<file path="config.mk">
export PLATFORM = sky130hd
export DESIGN_NAME = oe_sort_buffer_flat
export DESIGN_NICKNAME = d
export VERILOG_FILES = /design/src/rtl/oe_sort_buffer_pkg.sv /design/src/rtl/oe_sort_buffer_if.sv /design/src/rtl/oe_sort_buffer_minmax.sv /design/src/rtl/oe_sort_buffer.sv /design/src/flat_wrapper.sv
export SDC_FILE = /design/constraint.sdc
export NUM_CORES = 1
export LEC_CHECK = 0
export CAP_MARGIN = 30
export CORE_UTILIZATION = 25
export DETAILED_ROUTE_END_ITERATION = 7
export DONT_BUFFER_PORTS = 1
export GPL_ROUTABILITY_DRIVEN = 0
export PLACE_DENSITY = 0.38
export SETUP_SLACK_MARGIN = 0.2
export SLEW_MARGIN = 25
export SYNTH_ARGS = -nofsm -noshare
export SYNTH_HDL_FRONTEND = slang
export SYNTH_HIERARCHICAL = 1
export SYNTH_SLANG_ARGS = --single-unit
export TNS_END_PERCENT = 5
</file>
<file path="constraint.sdc">
create_clock -name clk -period 4.85 [get_ports clk]
set_clock_uncertainty 0.2 [all_clocks]
set_input_delay 1.455 -clock clk [delete_from_list [all_inputs] [get_ports clk]]
set_output_delay 1.455 -clock clk [all_outputs]
set_load 0.005 [all_outputs]
</file>
<file path="src/rtl/oe_sort_buffer_pkg.sv">
`default_nettype none
// ============================================================================
// Module      : oe_sort_pkg
// Description : Shared types and helpers for the odd-even sort buffer:
//               control-state encoding, DEPTH legality check and the
//               pass-parity helper that selects the even/odd pairing.
// Revision    : 1.0 - initial release
// ============================================================================
package oe_sort_pkg;

  typedef enum logic [1:0] {
    LOAD  = 2'd0,
    SORT  = 2'd1,
    DRAIN = 2'd2
  } state_t;

  // The pairing scheme needs whole pairs on the even pass.
  function automatic bit depth_ok(input int depth);
    return (depth >= 2) && ((depth % 2) == 0);
  endfunction

  // Odd passes pair (1,2),(3,4)...; even passes pair (0,1),(2,3)...
  function automatic logic pass_is_odd(input int unsigned pass);
    return (pass % 2) == 1;
  endfunction

endpackage
`default_nettype wire

</file>
<file path="src/rtl/oe_sort_buffer_if.sv">
`default_nettype none
// ============================================================================
// Module      : oe_sort_buffer_if
// Description : Burst-in / sorted-stream-out valid/ready bundle.
//               master = producer/consumer side, slave = sort buffer.
// Revision    : 1.0 - initial release
// ============================================================================
interface oe_sort_buffer_if #(
  parameter int WIDTH = 32
);

  logic             in_valid;
  logic [WIDTH-1:0] in_data;
  logic             in_ready;
  logic             out_valid;
  logic [WIDTH-1:0] out_data;
  logic             out_ready;
  logic             out_last;
  logic             busy;

  modport master (
    output in_valid,
    output in_data,
    output out_ready,
    input  in_ready,
    input  out_valid,
    input  out_data,
    input  out_last,
    input  busy
  );

  modport slave (
    input  in_valid,
    input  in_data,
    input  out_ready,
    output in_ready,
    output out_valid,
    output out_data,
    output out_last,
    output busy
  );

endinterface
`default_nettype wire

</file>
<file path="src/rtl/oe_sort_buffer_minmax.sv">
`default_nettype none
// ============================================================================
// Module      : minmax_cell
// Description : Combinational unsigned compare-exchange cell. Equal operands
//               pass straight through (no swap reported).
// Revision    : 1.0 - initial release
// ============================================================================
module minmax_cell #(
  parameter int WIDTH = 32
) (
  input  logic [WIDTH-1:0] x,
  input  logic [WIDTH-1:0] y,
  output logic [WIDTH-1:0] lo,
  output logic [WIDTH-1:0] hi,
  output logic             swapped
);

  // Strict compare so ties keep their original positions.
  assign swapped = (y < x);
  assign lo      = swapped ? y : x;
  assign hi      = swapped ? x : y;

endmodule
`default_nettype wire

</file>
<file path="src/rtl/oe_sort_buffer.sv">
`default_nettype none
// ============================================================================
// Module      : oe_sort_buffer
// Description : Collects a burst of DEPTH words, sorts it in place with one
//               odd-even transposition pass per cycle, then streams the words
//               out smallest first with out_last on the largest.
//               Optional macro OE_SORT_BUFFER_EARLY_EXIT_EN: leave SORT once
//               two consecutive passes perform no swap.
// Revision    : 1.0 - initial release
// ============================================================================
module oe_sort_buffer
  import oe_sort_pkg::*;
#(
  parameter  int WIDTH = 32,
  parameter  int DEPTH = 8,
  localparam int CNT_W = $clog2(DEPTH)
) (
  input  logic            clk,
  input  logic            rst_n,
  oe_sort_buffer_if.slave bus
);

  localparam int               c_pairs = DEPTH / 2;
  localparam logic [CNT_W-1:0] c_last  = CNT_W'(DEPTH - 1);

  if (!depth_ok(DEPTH)) begin : g_depth_check
    $fatal(1, "oe_sort_buffer: DEPTH must be even and at least 2");
  end

  state_t           r_state;
  state_t           w_state_next;
  logic [CNT_W-1:0] r_idx;
  logic [CNT_W-1:0] w_idx_next;
  logic [CNT_W-1:0] r_pass;
  logic [CNT_W-1:0] w_pass_next;
  logic             r_in_ready;
  logic             r_out_valid;
  logic             w_in_fire;
  logic             w_out_fire;
  logic             w_sort_done;
  logic             w_odd;

  logic [WIDTH-1:0] r_buf    [DEPTH];
  logic [WIDTH-1:0] w_sorted [DEPTH];
  logic [WIDTH-1:0] w_x      [c_pairs];
  logic [WIDTH-1:0] w_y      [c_pairs];
  logic [WIDTH-1:0] w_lo     [c_pairs];
  logic [WIDTH-1:0] w_hi     [c_pairs];
  logic [c_pairs-1:0] w_swap;

  assign w_in_fire  = bus.in_valid & r_in_ready;
  assign w_out_fire = r_out_valid & bus.out_ready;
  assign w_odd      = pass_is_odd(32'(r_pass));

  // Cell operand steering: on odd passes each cell shifts up by one word;
  // the top cell has no odd partner and its result is discarded then.
  for (genvar k = 0; k < c_pairs; k++) begin : g_cell
    if (k < c_pairs - 1) begin : g_inner
      assign w_x[k] = w_odd ? r_buf[2*k+1] : r_buf[2*k];
      assign w_y[k] = w_odd ? r_buf[2*k+2] : r_buf[2*k+1];
    end else begin : g_top
      assign w_x[k] = r_buf[2*k];
      assign w_y[k] = r_buf[2*k+1];
    end

    minmax_cell #(
      .WIDTH (WIDTH)
    ) u_cell (
      .x       (w_x[k]),
      .y       (w_y[k]),
      .lo      (w_lo[k]),
      .hi      (w_hi[k]),
      .swapped (w_swap[k])
    );
  end

  // Result gather: each word takes its value from whichever cell covers it
  // in the current pass; the end words are idle on odd passes.
  for (genvar j = 0; j < DEPTH; j++) begin : g_gather
    if (j == 0) begin : g_first
      assign w_sorted[j] = w_odd ? r_buf[j] : w_lo[0];
    end else if (j == DEPTH - 1) begin : g_last
      assign w_sorted[j] = w_odd ? r_buf[j] : w_hi[j/2];
    end else if ((j % 2) == 0) begin : g_even
      assign w_sorted[j] = w_odd ? w_hi[j/2-1] : w_lo[j/2];
    end else begin : g_odd
      assign w_sorted[j] = w_odd ? w_lo[j/2] : w_hi[j/2];
    end
  end

`ifdef OE_SORT_BUFFER_EARLY_EXIT_EN
  logic [c_pairs-1:0] w_live_swap;
  logic               w_any_swap;
  logic               r_prev_clean;

  // Swap flag for the current pass, ignoring the idle top cell on odd passes.
  always_comb begin
    w_live_swap = w_swap;
    if (w_odd) begin
      w_live_swap[c_pairs-1] = 1'b0;
    end
    w_any_swap = |w_live_swap;
  end

  // Remembers whether the previous pass of this burst was swap-free.
  always_ff @(posedge clk or negedge rst_n) begin
    if (!rst_n) begin
      r_prev_clean <= 1'b0;
    end else if (r_state == SORT) begin
      r_prev_clean <= ~w_any_swap;
    end else begin
      r_prev_clean <= 1'b0;
    end
  end

  assign w_sort_done = (r_pass == c_last) ||
                       ((r_pass != '0) && r_prev_clean && !w_any_swap);
`else
  logic w_unused_swap;

  // Swap flags have no consumer without early exit; tie them off.
  assign w_unused_swap = ^w_swap;
  assign w_sort_done   = (r_pass == c_last);
`endif

  // Next-state and counter decode for the LOAD -> SORT -> DRAIN cycle.
  always_comb begin
    w_state_next = r_state;
    w_idx_next   = r_idx;
    w_pass_next  = r_pass;
    case (r_state)
      LOAD: begin
        if (w_in_fire) begin
          if (r_idx == c_last) begin
            w_state_next = SORT;
            w_idx_next   = '0;
            w_pass_next  = '0;
          end else begin
            w_idx_next = r_idx + 1'b1;
          end
        end
      end
      SORT: begin
        if (w_sort_done) begin
          w_state_next = DRAIN;
          w_pass_next  = '0;
        end else begin
          w_pass_next = r_pass + 1'b1;
        end
      end
      DRAIN: begin
        if (w_out_fire) begin
          if (r_idx == c_last) begin
            w_state_next = LOAD;
            w_idx_next   = '0;
          end else begin
            w_idx_next = r_idx + 1'b1;
          end
        end
      end
      default: begin
        w_state_next = LOAD;
        w_idx_next   = '0;
        w_pass_next  = '0;
      end
    endcase
  end

  // State, counters and registered handshake flags. out_valid lags DRAIN
  // entry by one edge so the last pass result is settled before it is shown.
  always_ff @(posedge clk or negedge rst_n) begin
    if (!rst_n) begin
      r_state     <= LOAD;
      r_idx       <= '0;
      r_pass      <= '0;
      r_in_ready  <= 1'b0;
      r_out_valid <= 1'b0;
    end else begin
      r_state     <= w_state_next;
      r_idx       <= w_idx_next;
      r_pass      <= w_pass_next;
      r_in_ready  <= (w_state_next == LOAD);
      r_out_valid <= (r_state == DRAIN) && (w_state_next == DRAIN);
    end
  end

  // Word storage: written by the loader, rewritten by each sort pass.
  always_ff @(posedge clk) begin
    if ((r_state == LOAD) && w_in_fire) begin
      r_buf[r_idx] <= bus.in_data;
    end else if (r_state == SORT) begin
      for (int i = 0; i < DEPTH; i++) begin
        r_buf[i] <= w_sorted[i];
      end
    end
  end

  assign bus.in_ready  = r_in_ready;
  assign bus.out_valid = r_out_valid;
  assign bus.out_data  = r_out_valid ? r_buf[r_idx] : '0;
  assign bus.out_last  = r_out_valid && (r_idx == c_last);
  assign bus.busy      = (r_state != LOAD);

endmodule
`default_nettype wire
</file>
<file path="src/flat_wrapper.sv">
// flat-port wrapper written by rule: the top's interface ports become plain ports
module oe_sort_buffer_flat import oe_sort_pkg::*;
#(
  parameter  int WIDTH = 32,
  parameter  int DEPTH = 8,
  localparam int CNT_W = $clog2(DEPTH)
)
  (clk, rst_n, bus_in_valid, bus_in_data, bus_out_ready, bus_in_ready, bus_out_valid, bus_out_data, bus_out_last, bus_busy);
  oe_sort_buffer_if #(.WIDTH(WIDTH)) bus_i ();
  input  logic clk;
  input  logic rst_n;
  input wire logic [$bits(bus_i.in_valid)-1:0] bus_in_valid;
  input wire logic [$bits(bus_i.in_data)-1:0] bus_in_data;
  input wire logic [$bits(bus_i.out_ready)-1:0] bus_out_ready;
  output wire logic [$bits(bus_i.in_ready)-1:0] bus_in_ready;
  output wire logic [$bits(bus_i.out_valid)-1:0] bus_out_valid;
  output wire logic [$bits(bus_i.out_data)-1:0] bus_out_data;
  output wire logic [$bits(bus_i.out_last)-1:0] bus_out_last;
  output wire logic [$bits(bus_i.busy)-1:0] bus_busy;
  assign bus_i.in_valid = bus_in_valid;
  assign bus_i.in_data = bus_in_data;
  assign bus_i.out_ready = bus_out_ready;
  assign bus_in_ready = bus_i.in_ready;
  assign bus_out_valid = bus_i.out_valid;
  assign bus_out_data = bus_i.out_data;
  assign bus_out_last = bus_i.out_last;
  assign bus_busy = bus_i.busy;
  oe_sort_buffer #(.WIDTH(WIDTH), .DEPTH(DEPTH)) u_core (.clk(clk), .rst_n(rst_n), .bus(bus_i));
endmodule
</file>
==> metrics list, run 1 <==
- The flow ran to the end, and the final reports show no timing, DRC or antenna violations.
* Number of rows in the core area: 110
- The worst register-to-register path begins at u_core/r_pass[0]$_DFFE_PN0P_.
- Post-Synth XOR/XNOR Area: 0%
- At the pin with the least slew margin, the transition time is 0.9029 ns.
- Main combinational cell family by area after synthesis: multiplexers
- Leaving out fill and tap cells, the most frequent cell in the layout is sky130_fd_sc_hd__mux2i_1.
- The most critical setup path has its startpoint at u_core/r_pass[0]$_DFFE_PN0P_.
- Synthesis instantiated 40 different standard cells from the library.
* Count of final hold-check violations: 0
* Die Ht: 304.0 um
* Area grow syn2layout: 13.12%
- Routed Wire Length: 77220 um
* GRT Residual Overflow: 0
- Die Width: 304.0 um
- Total clock buffers created by CTS: 38
- Origin of the worst min-delay path: u_core/r_pass[2]$_DFFE_PN0P_
* Worst slew margin relative to its limit: 39.68%
- Clock latency on the worst-skew pair: 0.56 ns
- Worst Path Class, Setup: register to register
* Highest-count cells in the layout ignoring fill and taps: 320 x sky130_fd_sc_hd__mux2i_1, 256 x sky130_fd_sc_hd__mux2_2, 256 x sky130_fd_sc_hd__edfxtp_1, 232 x sky130_fd_sc_hd__a21oi_1, 196 x sky130_fd_sc_hd__mux2_1
- Vias in the first global route: 16670
- Top fanout value on the critical path: 32
- Ratio of final minimum period to clock period: 91.99%
- In this run, the number of DRC markers left after iteration 0 of detailed routing was 850.
- Detailed placement ended at an HPWL of 53620 um.
- The initial utilization of the core area, before any placement, comes to 25.29%.
- Iteration count of the initial detailed-routing pass: 5
* Synth Instances: 2132
- Total number of vias: 16530
* Top-Level Pins: 72
* Fin nets: 2285
- Synthesis-stage register bit count: 266
- After synthesis, the mean cell area works out to 10.69 um2.
- Setup repair after global routing missed its margin: no
- The max-slew violation total from the final report came to 0.
* Clk root buf: sky130_fd_sc_hd__clkbuf_16
* Time the final worst path needs with I/O delays and setup: 4.462 ns
- In this run the standard cell core region covers 0.09015 mm2.
- CTS sink count: 266
* Overall global routing resource usage: 16.37%
- Capturing element type of the critical path: register
- CP Data Required Time: 4.93 ns
- Ys Warns: 6
- Ys flop type: sky130_fd_sc_hd__edfxtp_1
- Netlist area before placement: 0.02280 mm2
- Crit path arrival time: 4.54 ns
- Fill count: 9285
- In the synthesized netlist, mux cells make up 36.38% of the area.
- Post-Route Setup TNS: 0 ns
- Count of port buffers added during placement: 0
- Worst Hold Class: register to register
- Critical path startpoint category: register
* Max-cap violations: 0
- Compound-Gate Fraction of Synth Area: 10.13%
- Setup violations remaining at the end of the flow were counted as 0.
- Fraction of layout instances using a drive strength above 1: 19.59%
* Average wire per cell in the routed design: 23.22 um
- ANT nets after route: 0
- CTS H-Tree Depth: 2
* Wire length of the first global-routing pass: 114000 um
* Share of synthesized cell area in and, or, nand and nor gates: 5.741%
* FMAX: 224.1 MHz
- Counting along the longest clock path gives a buffer depth of 3.
- Fraction of synthesis flops using an asynchronous set or reset pin: 3.759%
- In the routed layout, each cell is associated on average with a via count of 4.972.
- The number of nets handed over by synthesis was 2296.
* Clock-pin slew reported for the worst setup and hold paths after clock tree synthesis: 0.06 ns
- The repair_antennas step left the layout with diodes totalling 0.
* Adder-cell area share of the yosys netlist: 7.025%
* Number of synthesized flops with an enable pin: 256
* Number of antenna violations at the first check in global routing: 1
* Largest net degree at the start of global routing: 73
- TritonCTS built the clock tree.
* Die footprint: 0.09240 mm2
- Remaining design rule violation count: 0
- The share of the Yosys chip area taken by registers is 34.82%.
-- Yosys cell counts (2+ instances only) --
master | number | area (um2)
sky130_fd_sc_hd__a211o_1 | 8 | 70.07
sky130_fd_sc_hd__a211oi_2 | 4 | 50.05
sky130_fd_sc_hd__a21o_1 | 11 | 82.58
sky130_fd_sc_hd__a21oi_1 | 233 | 1166
sky130_fd_sc_hd__a221o_1 | 8 | 80.08
sky130_fd_sc_hd__a221oi_1 | 4 | 35.03
sky130_fd_sc_hd__a22o_1 | 2 | 17.52
sky130_fd_sc_hd__a31oi_1 | 4 | 25.02
sky130_fd_sc_hd__and2_1 | 5 | 31.28
sky130_fd_sc_hd__and4_1 | 9 | 78.83
sky130_fd_sc_hd__buf_2 | 86 | 430.4
sky130_fd_sc_hd__buf_4 | 18 | 135.1
sky130_fd_sc_hd__buf_6 | 22 | 247.7
sky130_fd_sc_hd__clkbuf_1 | 16 | 60.06
sky130_fd_sc_hd__dfrtp_1 | 10 | 250.2
sky130_fd_sc_hd__edfxtp_1 | 256 | 7687
sky130_fd_sc_hd__ha_1 | 128 | 1602
sky130_fd_sc_hd__inv_1 | 126 | 473.0
sky130_fd_sc_hd__mux2_1 | 196 | 2207
sky130_fd_sc_hd__mux2_2 | 256 | 2883
sky130_fd_sc_hd__mux2i_1 | 320 | 3203
sky130_fd_sc_hd__nand2_1 | 194 | 728.2
sky130_fd_sc_hd__nand2b_1 | 8 | 50.05
sky130_fd_sc_hd__nand3_1 | 13 | 65.06
sky130_fd_sc_hd__nand4_1 | 12 | 75.07
sky130_fd_sc_hd__nor2_1 | 53 | 198.9
sky130_fd_sc_hd__nor2b_1 | 2 | 12.51
sky130_fd_sc_hd__o21a_1 | 32 | 240.2
sky130_fd_sc_hd__o21ai_0 | 14 | 70.07
sky130_fd_sc_hd__o221ai_1 | 4 | 35.03
sky130_fd_sc_hd__o22ai_1 | 66 | 412.9
sky130_fd_sc_hd__or3_1 | 4 | 25.02
-- through the flow --
stage	setup slack (ns)	util (%)	instance area (um2)	std cells	hold WS (ns)
after global routing	0.2317	28.61	25790	3325	0.3394
after floorplan	0.08661	-	22800	2132	0.2723
final	0.3883	28.61	25790	3325	0.3135
after detailed placement	0.1784	27.25	24570	3255	0.2978
after global placement	0.2312	27.25	24570	3255	0.2944
after CTS	0.3574	28.60	25780	3325	0.3140
-- cell type report --
cell class / instances / area [um2] / area share (%)
multi-input cells: 1598 / 13660 / 52.99
flip-flops and latches: 266 / 7946 / 30.82
well taps: 1176 / 1471 / 5.706
clock buffers: 56 / 1060 / 4.110
repair buffers: 91 / 1033 / 4.008
inverters: 126 / 473.0 / 1.834
clock inverters: 12 / 138.9 / 0.5386
-- path summary, 6_finish.rpt --
| check | slack (ns) | end | depth (start not counted) |
|---|---|---|---|
| min reg2reg | 0.31 | u_core/r_pass[2]$_DFFE_PN0P_ | 1 |
| max | 0.39 | u_core/r_buf[4][12]$_DFFE_PP_ | 15 |
| max reg2reg | 0.39 | u_core/r_buf[4][12]$_DFFE_PP_ | 15 |
| min in group asynchronous | 0.39 | u_core/r_pass[2]$_DFFE_PN0P_ | 0 |
| max in group asynchronous | 3.97 | u_core/r_idx[0]$_DFFE_PN0P_ | 0 |
| min | 0.31 | u_core/r_pass[2]$_DFFE_PN0P_ | 1 |
-- kinds of logic after synthesis --
family | Yosys count
AO/OA/AOI/OAI | 393
adder cells (fa/ha/maj) | 128
buffers and inverters | 268
flip-flops | 266
multiplexers | 772
AND/OR/NAND/NOR | 305
-- sequential cells by signal, indices dropped and copies added, names as in the netlist --
register and flops:
u_core/bus.in_ready 1, u_core/r_pass 3, u_core/bus.out_valid 1, u_core/r_state 2
u_core/r_idx 3, u_core/r_buf 256
-- critical path, stage by stage, from the launching register on --
cell and delay (ns):
sky130_fd_sc_hd__dfrtp_4 0.50, sky130_fd_sc_hd__buf_12 0.18, sky130_fd_sc_hd__buf_12 0.17, sky130_fd_sc_hd__buf_4 0.15
sky130_fd_sc_hd__buf_4 0.17, sky130_fd_sc_hd__mux2_2 0.25, sky130_fd_sc_hd__inv_1 0.04, sky130_fd_sc_hd__ha_1 0.18
sky130_fd_sc_hd__a21o_1 0.19, sky130_fd_sc_hd__a221o_1 0.35, sky130_fd_sc_hd__a221o_1 0.45, sky130_fd_sc_hd__a211oi_4 0.37
sky130_fd_sc_hd__buf_12 0.29, sky130_fd_sc_hd__mux2_1 0.39, sky130_fd_sc_hd__mux2i_1 0.16, sky130_fd_sc_hd__a21oi_1 0.09
-- routing by layer --
| metal | GRT usage (%) | wire (um) | vias to the layer above |
|---|---|---|---|
| met1 | 21.78 | 35700 | 8193 |
| li1 | - | - | 7976 |
| met4 | 4.179 | 1790 | 2 |
| met2 | 27.77 | 36990 | 276 |
| met5 | 0 | 13 | - |
| met3 | 2.194 | 2726 | 85 |
-- timing repair --
action | 4_1_cts | 5_1_grt
pin swaps | 0 | 0
endpoints found under the setup margin | 9 | 1
hold buffers | 0 | 0
buffers inserted | 2 | 0
gates resized for setup | 0 | 1
Power of run 1 is left out: the tool's default activity adds up to more than one toggle a clock period on the data nets, which glitch-free logic cannot reach.
==> run 2, diff against run 1 <==
- clock period: 4.85 -> 5.1 ns (I/O delays scaled with it)
==> metrics list, run 2 (synthesis results as in run 1) <==
- Status: finished clean
- Flop-to-flop setup slack: 0.39 ns
- Cells with a size suffix above 1 make up 18.85% of the layout.
- The wire-length estimate of the detail-placed layout is 51980 um.
- Die Width: 304.0 um
- Setup repair after global routing could not meet its margin everywhere.
* Worst setup timing slack at the placement stage: 0.3645 ns
- Clock latency on the worst-skew pair, taken at its later pin, is 0.56 ns.
- By startpoint and endpoint, the worst setup path is classified as register to register.
- Starting DRC count in detailed routing: 881
- The longest clock path from root to sink contains 3 buffers.
- 0 antenna diodes ended up in the layout.
- For this design, the slowest cell found on the critical path is sky130_fd_sc_hd__dfrtp_4.
* Placed cell area: 0.02444 mm2
- The detail route stage leaves a number of antenna-violating nets equal to 0.
* Iteration count of the initial detailed-routing pass: 5
- The count of buffers added on input and output ports is 0.
- Quantity of gates resized following cts: 0
* Highest-count cells in the layout ignoring fill and taps: 320 x sky130_fd_sc_hd__mux2i_1, 256 x sky130_fd_sc_hd__mux2_2, 256 x sky130_fd_sc_hd__edfxtp_1, 233 x sky130_fd_sc_hd__a21oi_1, 196 x sky130_fd_sc_hd__mux2_1
- Max reg flops: 256
* Register with the most flip-flops: u_core/r_buf
- Most Frequent Cell on Critical Path: sky130_fd_sc_hd__buf_12
* Crit path arrival time: 4.79 ns
* Design area: 0.02563 mm2
* FMAX: 212.2 MHz
- Floorplan Core Area: 0.09015 mm2
- The critical path goes through buf_12 -> buf_4 -> mux2_2 -> ha_1 -> and4_1 -> a221oi_1 -> buf_4 -> nor2_1 -> a211oi_4 -> buf_12 -> buf_12 -> mux2_1 -> mux2i_1 -> a21oi_1.
- Fin nets: 2269
* Remaining design rule violation count: 0
- Actual transition at the worst max-transition pin: 0.8772 ns
- Average wire per cell in the routed design: 23.52 um
- The via count of the first global-routing pass came to 16900.
* Capturing element type of the critical path: register
- Area grow syn2layout: 12.42%
- Number of rows in the core area: 110
- Measured against its own limit, the worst slew margin works out to 41.52%.
* CP Data Required Time: 5.18 ns
* Hold buffers post-CTS: 0
- Clock tree synthesis found a total of 266 sinks.
- On the worst path, the slowest cell contributes a delay of 0.67 ns.
- Entering global routing, the biggest net connects 63 pins.
- The path class of the tightest hold or removal check is register to register.
* Number of buffer and inverter stages on the critical path: 5
- In this run the clock root is driven by a sky130_fd_sc_hd__clkbuf_16.
* Initial standard-cell utilization of the core: 25.29%
- Critical path startpoint category: register
- Overall global routing resource usage: 16.51%
- The max-slew violation total from the final report came to 0.
- Biggest registers after layout: u_core/r_buf x256, u_core/r_idx x3, u_core/r_pass x3
* CTS tree: yes
* Final core utilization: 28.43%
- Number of antenna violations at the first check in global routing: 0
* Die footprint: 0.09240 mm2
* Leading cell type in the layout, fill and taps excluded: sky130_fd_sc_hd__mux2i_1
* Max-cap violations: 0
- The worst path needs 4.712 ns of the cycle, external delays included.
* Final setup violating endpoints: 0
- Global routing finished with a remaining overflow of 0.
- Clock-pin slew was measured on the worst setup and hold paths at 0.06 ns.
- Top fanout value on the critical path: 30
* Delay-heaviest family, CP: buffers and inverters
* Wire length of the first global-routing pass: 113900 um
* Worst setup slack after layout: 0.3883 ns
- Routed Wire Length: 77840 um
- Die Ht: 304.0 um
* CTS H-Tree Depth: 2
* Per-cell via count in the routed design: 4.994
* Ratio of final minimum period to clock period: 92.39%
- The detailed router placed 16530 vias in this run.
- The hold violation total from the final report is 0.
- Post-Route Setup TNS: 0 ns
- TritonCTS created 38 clock buffers.
- For this design the top-level I/O count stands at 72.
## run 2: cell types whose count changed in the layout (fill, tap and decap cells not counted), sizes merged
cell	previous run	this run
inv	127	126
clkbuf	56	54
buf	91	75
bufinv	3	1
clkinv	6	11
## run 2: layout make-up
| cell class | count | area, um2 |
|---|---|---|
| clock buffer | 54 | 1075 |
| clock inverter | 14 | 90.09 |
| fill | 9316 | 64520 |
| inverter | 126 | 473.0 |
| multi-input combinational | 1598 | 13660 |
| sequential | 266 | 7946 |
| tap | 1176 | 1471 |
| timing repair buffer | 75 | 913.4 |
## run 2: routing by layer
metal	part of all wire [%]	GRT usage [%]	vias up
met4	2.1	3.990	0
met3	3.5	2.563	65
met2	47	27.75	209
li1	-	-	7930
met1	47	22.03	8322
met5	0	0	-
## run 2: worst register-to-register path: stages, from the launching register on
cell,delay [ns]
sky130_fd_sc_hd__dfrtp_4,0.67
sky130_fd_sc_hd__buf_12,0.29
sky130_fd_sc_hd__buf_4,0.27
sky130_fd_sc_hd__mux2_2,0.38
sky130_fd_sc_hd__ha_1,0.38
sky130_fd_sc_hd__and4_1,0.30
sky130_fd_sc_hd__a221oi_1,0.44
sky130_fd_sc_hd__buf_4,0.20
sky130_fd_sc_hd__nor2_1,0.07
sky130_fd_sc_hd__a211oi_4,0.22
sky130_fd_sc_hd__buf_12,0.25
sky130_fd_sc_hd__buf_12,0.16
sky130_fd_sc_hd__mux2_1,0.36
sky130_fd_sc_hd__mux2i_1,0.15
sky130_fd_sc_hd__a21oi_1,0.08
## run 2: per-stage QoR
step | instances | hold slack [ns]
floorplan | 2132 | 0.2723
global placement | 3240 | 0.2907
detailed placement | 3240 | 0.2973
CTS | 3308 | 0.3144
global route | 3309 | 0.3233
finish | 3309 | 0.3269
## run 2: timing repair
action	4_1_cts	5_1_grt
setup endpoints to repair	0	60
hold endpoints to repair	0	0
setup buffers	0	1
## run 2: path summary, 6_finish.rpt
kind,from,to,cells past startpoint
min reg2reg,u_core/r_pass[2]$_DFFE_PN0P_,u_core/r_pass[2]$_DFFE_PN0P_,1
max reg2reg,u_core/r_pass[0]$_DFFE_PN0P_,u_core/r_buf[6][6]$_DFFE_PP_,14
min in group asynchronous,rst_n,u_core/r_idx[0]$_DFFE_PN0P_,0
max,u_core/r_pass[0]$_DFFE_PN0P_,u_core/r_buf[6][6]$_DFFE_PP_,14
min,u_core/r_pass[2]$_DFFE_PN0P_,u_core/r_pass[2]$_DFFE_PN0P_,1
max in group asynchronous,rst_n,u_core/bus.out_valid$_DFF_PN0_,0
Power of run 2 is left out for the same reason.
==> run 3, diff against run 2 <==
- MAX_ROUTING_LAYER: default -> met4
==> metrics list, run 3 (synthesis results as in run 1) <==
- The wire-length estimate of the detail-placed layout is 51980 um.
- From bottom edge to top edge, the die measures 304.0 um.
- After routing, the total negative slack on setup checks comes to 0 ns.
* Startpoint of the worst-slack reg-to-reg timing path: u_core/r_pass[0]$_DFFE_PN0P_
* GR peak layer: met2
* Critical Path, Cell by Cell: buf_12 -> buf_4 -> mux2_2 -> ha_1 -> and4_1 -> a221oi_1 -> buf_4 -> nor2_1 -> a211oi_4 -> buf_12 -> buf_12 -> mux2_1 -> mux2i_1 -> a21oi_1
* Worst slew margin relative to its limit: 40.58%
- Ratio of final minimum period to clock period: 92.14%
* Final Non-Filler Cells: 3309
* Largest net degree at the start of global routing: 63
- Worst hold endpoint: u_core/r_pass[2]$_DFFE_PN0P_
- Leading cell type in the layout, fill and taps excluded: sky130_fd_sc_hd__mux2i_1
- Highest-count cells in the layout ignoring fill and taps: 320 x sky130_fd_sc_hd__mux2i_1, 256 x sky130_fd_sc_hd__mux2_2, 256 x sky130_fd_sc_hd__edfxtp_1, 233 x sky130_fd_sc_hd__a21oi_1, 196 x sky130_fd_sc_hd__mux2_1
- Most Frequent Cell on Critical Path: sky130_fd_sc_hd__buf_12
- The flow ran to the end, and the final reports show no timing, DRC or antenna violations.
* Total clock buffers created by CTS: 38
- Final setup violating endpoints: 0
* Delay-heaviest family, CP: buffers and inverters
* Number of diodes added for antenna fixing: 0
* Capturing element type of the critical path: register
- Clock-pin slew was measured on the worst setup and hold paths at 0.06 ns.
* Time the final worst path needs with I/O delays and setup: 4.699 ns
- The count of nets left with antenna violations once routing finished came out at 0.
* Per-cell via count in the routed design: 4.985
- Data on the critical path is required at its endpoint by 5.17 ns.
- Clock latency on the worst-skew pair: 0.56 ns
- CTS tree: yes
- Summed over all layers, the global routing overflow is 0.
* Die footprint: 0.09240 mm2
- Number of instances in the placed design: 3240
* Hold buffers post-CTS: 0
* Biggest registers after layout: u_core/r_buf x256, u_core/r_idx x3, u_core/r_pass x3
- Counting cells, the worst reg-to-reg path comes to 14.
- The initial antenna violation count is 0.
* GR Layer Usage met3: 2.458%
- Starting DRC count in detailed routing: 940
* Die Width: 304.0 um
- Total number of vias: 16490
- Max-cap violations: 0
- The post-route netlist has 18.85% of its cells at a drive strength greater than 1.
- CTS H-Tree Depth: 2
* Worst Hold Class: register to register
- After filler insertion, the fill cell instance count of the layout stands at 9316.
- Actual transition at the worst max-transition pin: 0.8913 ns
- Pin placement for this block handled 72 I/O pins.
* Total count of max-transition violations in the final report: 0
- Buffers placed on the I/O ports in this run total 0.
* Number of buffers on the longest clock path: 3
- The pre-antenna-repair detailed-routing pass consisted of 5 iterations.
- Remaining design rule violation count: 0
- Quantity of gates resized following cts: 0
- Fin nets: 2269
- Reg-to-reg critical path endpoint: u_core/r_buf[6][6]$_DFFE_PP_
- The register with the most flip-flops in the layout has 256 of them.
- Average wire per cell in the routed design: 23.53 um
- Vias in the first global route: 16910
- Register with the most flip-flops: u_core/r_buf
- Global routing used 22.16% of the available met1 tracks.
- Number of buffer and inverter stages on the critical path: 5
* Critical path startpoint category: register
- Setup repair after global routing missed its margin: yes
- Overall global routing resource usage: 17.01%
- CP max stage delay: 0.67 ns
- CTS sink count: 266
- Post-CTS timing repair inserted 0 buffers for setup.
* Floorplan Core Area: 0.09015 mm2
* Global-route track usage on met2: 27.70%
- Along the worst hold path, the cell count comes to 1.
* FMAX: 212.8 MHz
* Area grow syn2layout: 12.42%
- The cell sitting at the root of the clock tree is a sky130_fd_sc_hd__clkbuf_16.
* Number of rows in the core area: 110
- Crit path arrival time: 4.77 ns
- For flop-to-flop paths, the worst setup slack is 0.40 ns.
* Routed Wire Length: 77860 um
* Top fanout value on the critical path: 30
- In this run the most critical hold path is launched from u_core/r_pass[2]$_DFFE_PN0P_.
- Initial standard-cell utilization of the core: 25.29%
* Wire length of the first global-routing pass: 114000 um
- The hold violation total from the final report came to 0.
- The slowest stage of the critical path belongs to the cell sky130_fd_sc_hd__dfrtp_4.
- The setup path with the least slack is of type register to register.
[run 3: area by class of cell]
cell class	instances	area [um2]	area share, %
Tap cell	1176	1471	5.742
Sequential cell	266	7946	31.01
Inverter	126	473.0	1.846
Clock buffer	54	1075	4.194
Timing Repair Buffer	75	913.4	3.564
Multi-Input combinational cell	1598	13660	53.30
Clock inverter	14	90.09	0.3515
[run 3: worst max path at each step]
stage	from	end	slack, ns	cells after the start
2_1_floorplan	bus_in_valid	u_core/r_buf[1][0]$_DFFE_PP_	0.26	3
3_3_place_gp	u_core/r_pass[0]$_DFFE_PN0P_	u_core/r_buf[1][5]$_DFFE_PP_	0.38	12
3_5_place_dp	u_core/r_pass[0]$_DFFE_PN0P_	u_core/r_buf[1][14]$_DFFE_PP_	0.36	12
4_1_cts	u_core/r_pass[0]$_DFFE_PN0P_	u_core/r_buf[1][14]$_DFFE_PP_	0.33	12
5_1_grt	u_core/r_pass[0]$_DFFE_PN0P_	u_core/r_buf[6][15]$_DFFE_PP_	0.16	14
6_report	u_core/r_pass[0]$_DFFE_PN0P_	u_core/r_buf[6][6]$_DFFE_PP_	0.40	14
[run 3: metrics by stage]
step                      utilization (%)  instance area, um2  worst slack [ns]  hold slack, ns
after floorplan                         -               22800            0.2616          0.2723
after global placement              27.11               24440            0.3787          0.2907
after detailed placement            27.11               24440            0.3645          0.2973
after CTS                           28.41               25610            0.3255          0.3144
after global routing                28.43               25630            0.1642          0.3233
final                               28.43               25630            0.4007          0.3269
[run 3: layer usage]
layer / up-vias / wire (um)
met1: 8271 / 36740
met3: 66 / 2788
met2: 235 / 36720
met4: 0 / 1608
met5: - / 0
li1: 7922 / -
Power of run 3 is left out for the same reason.
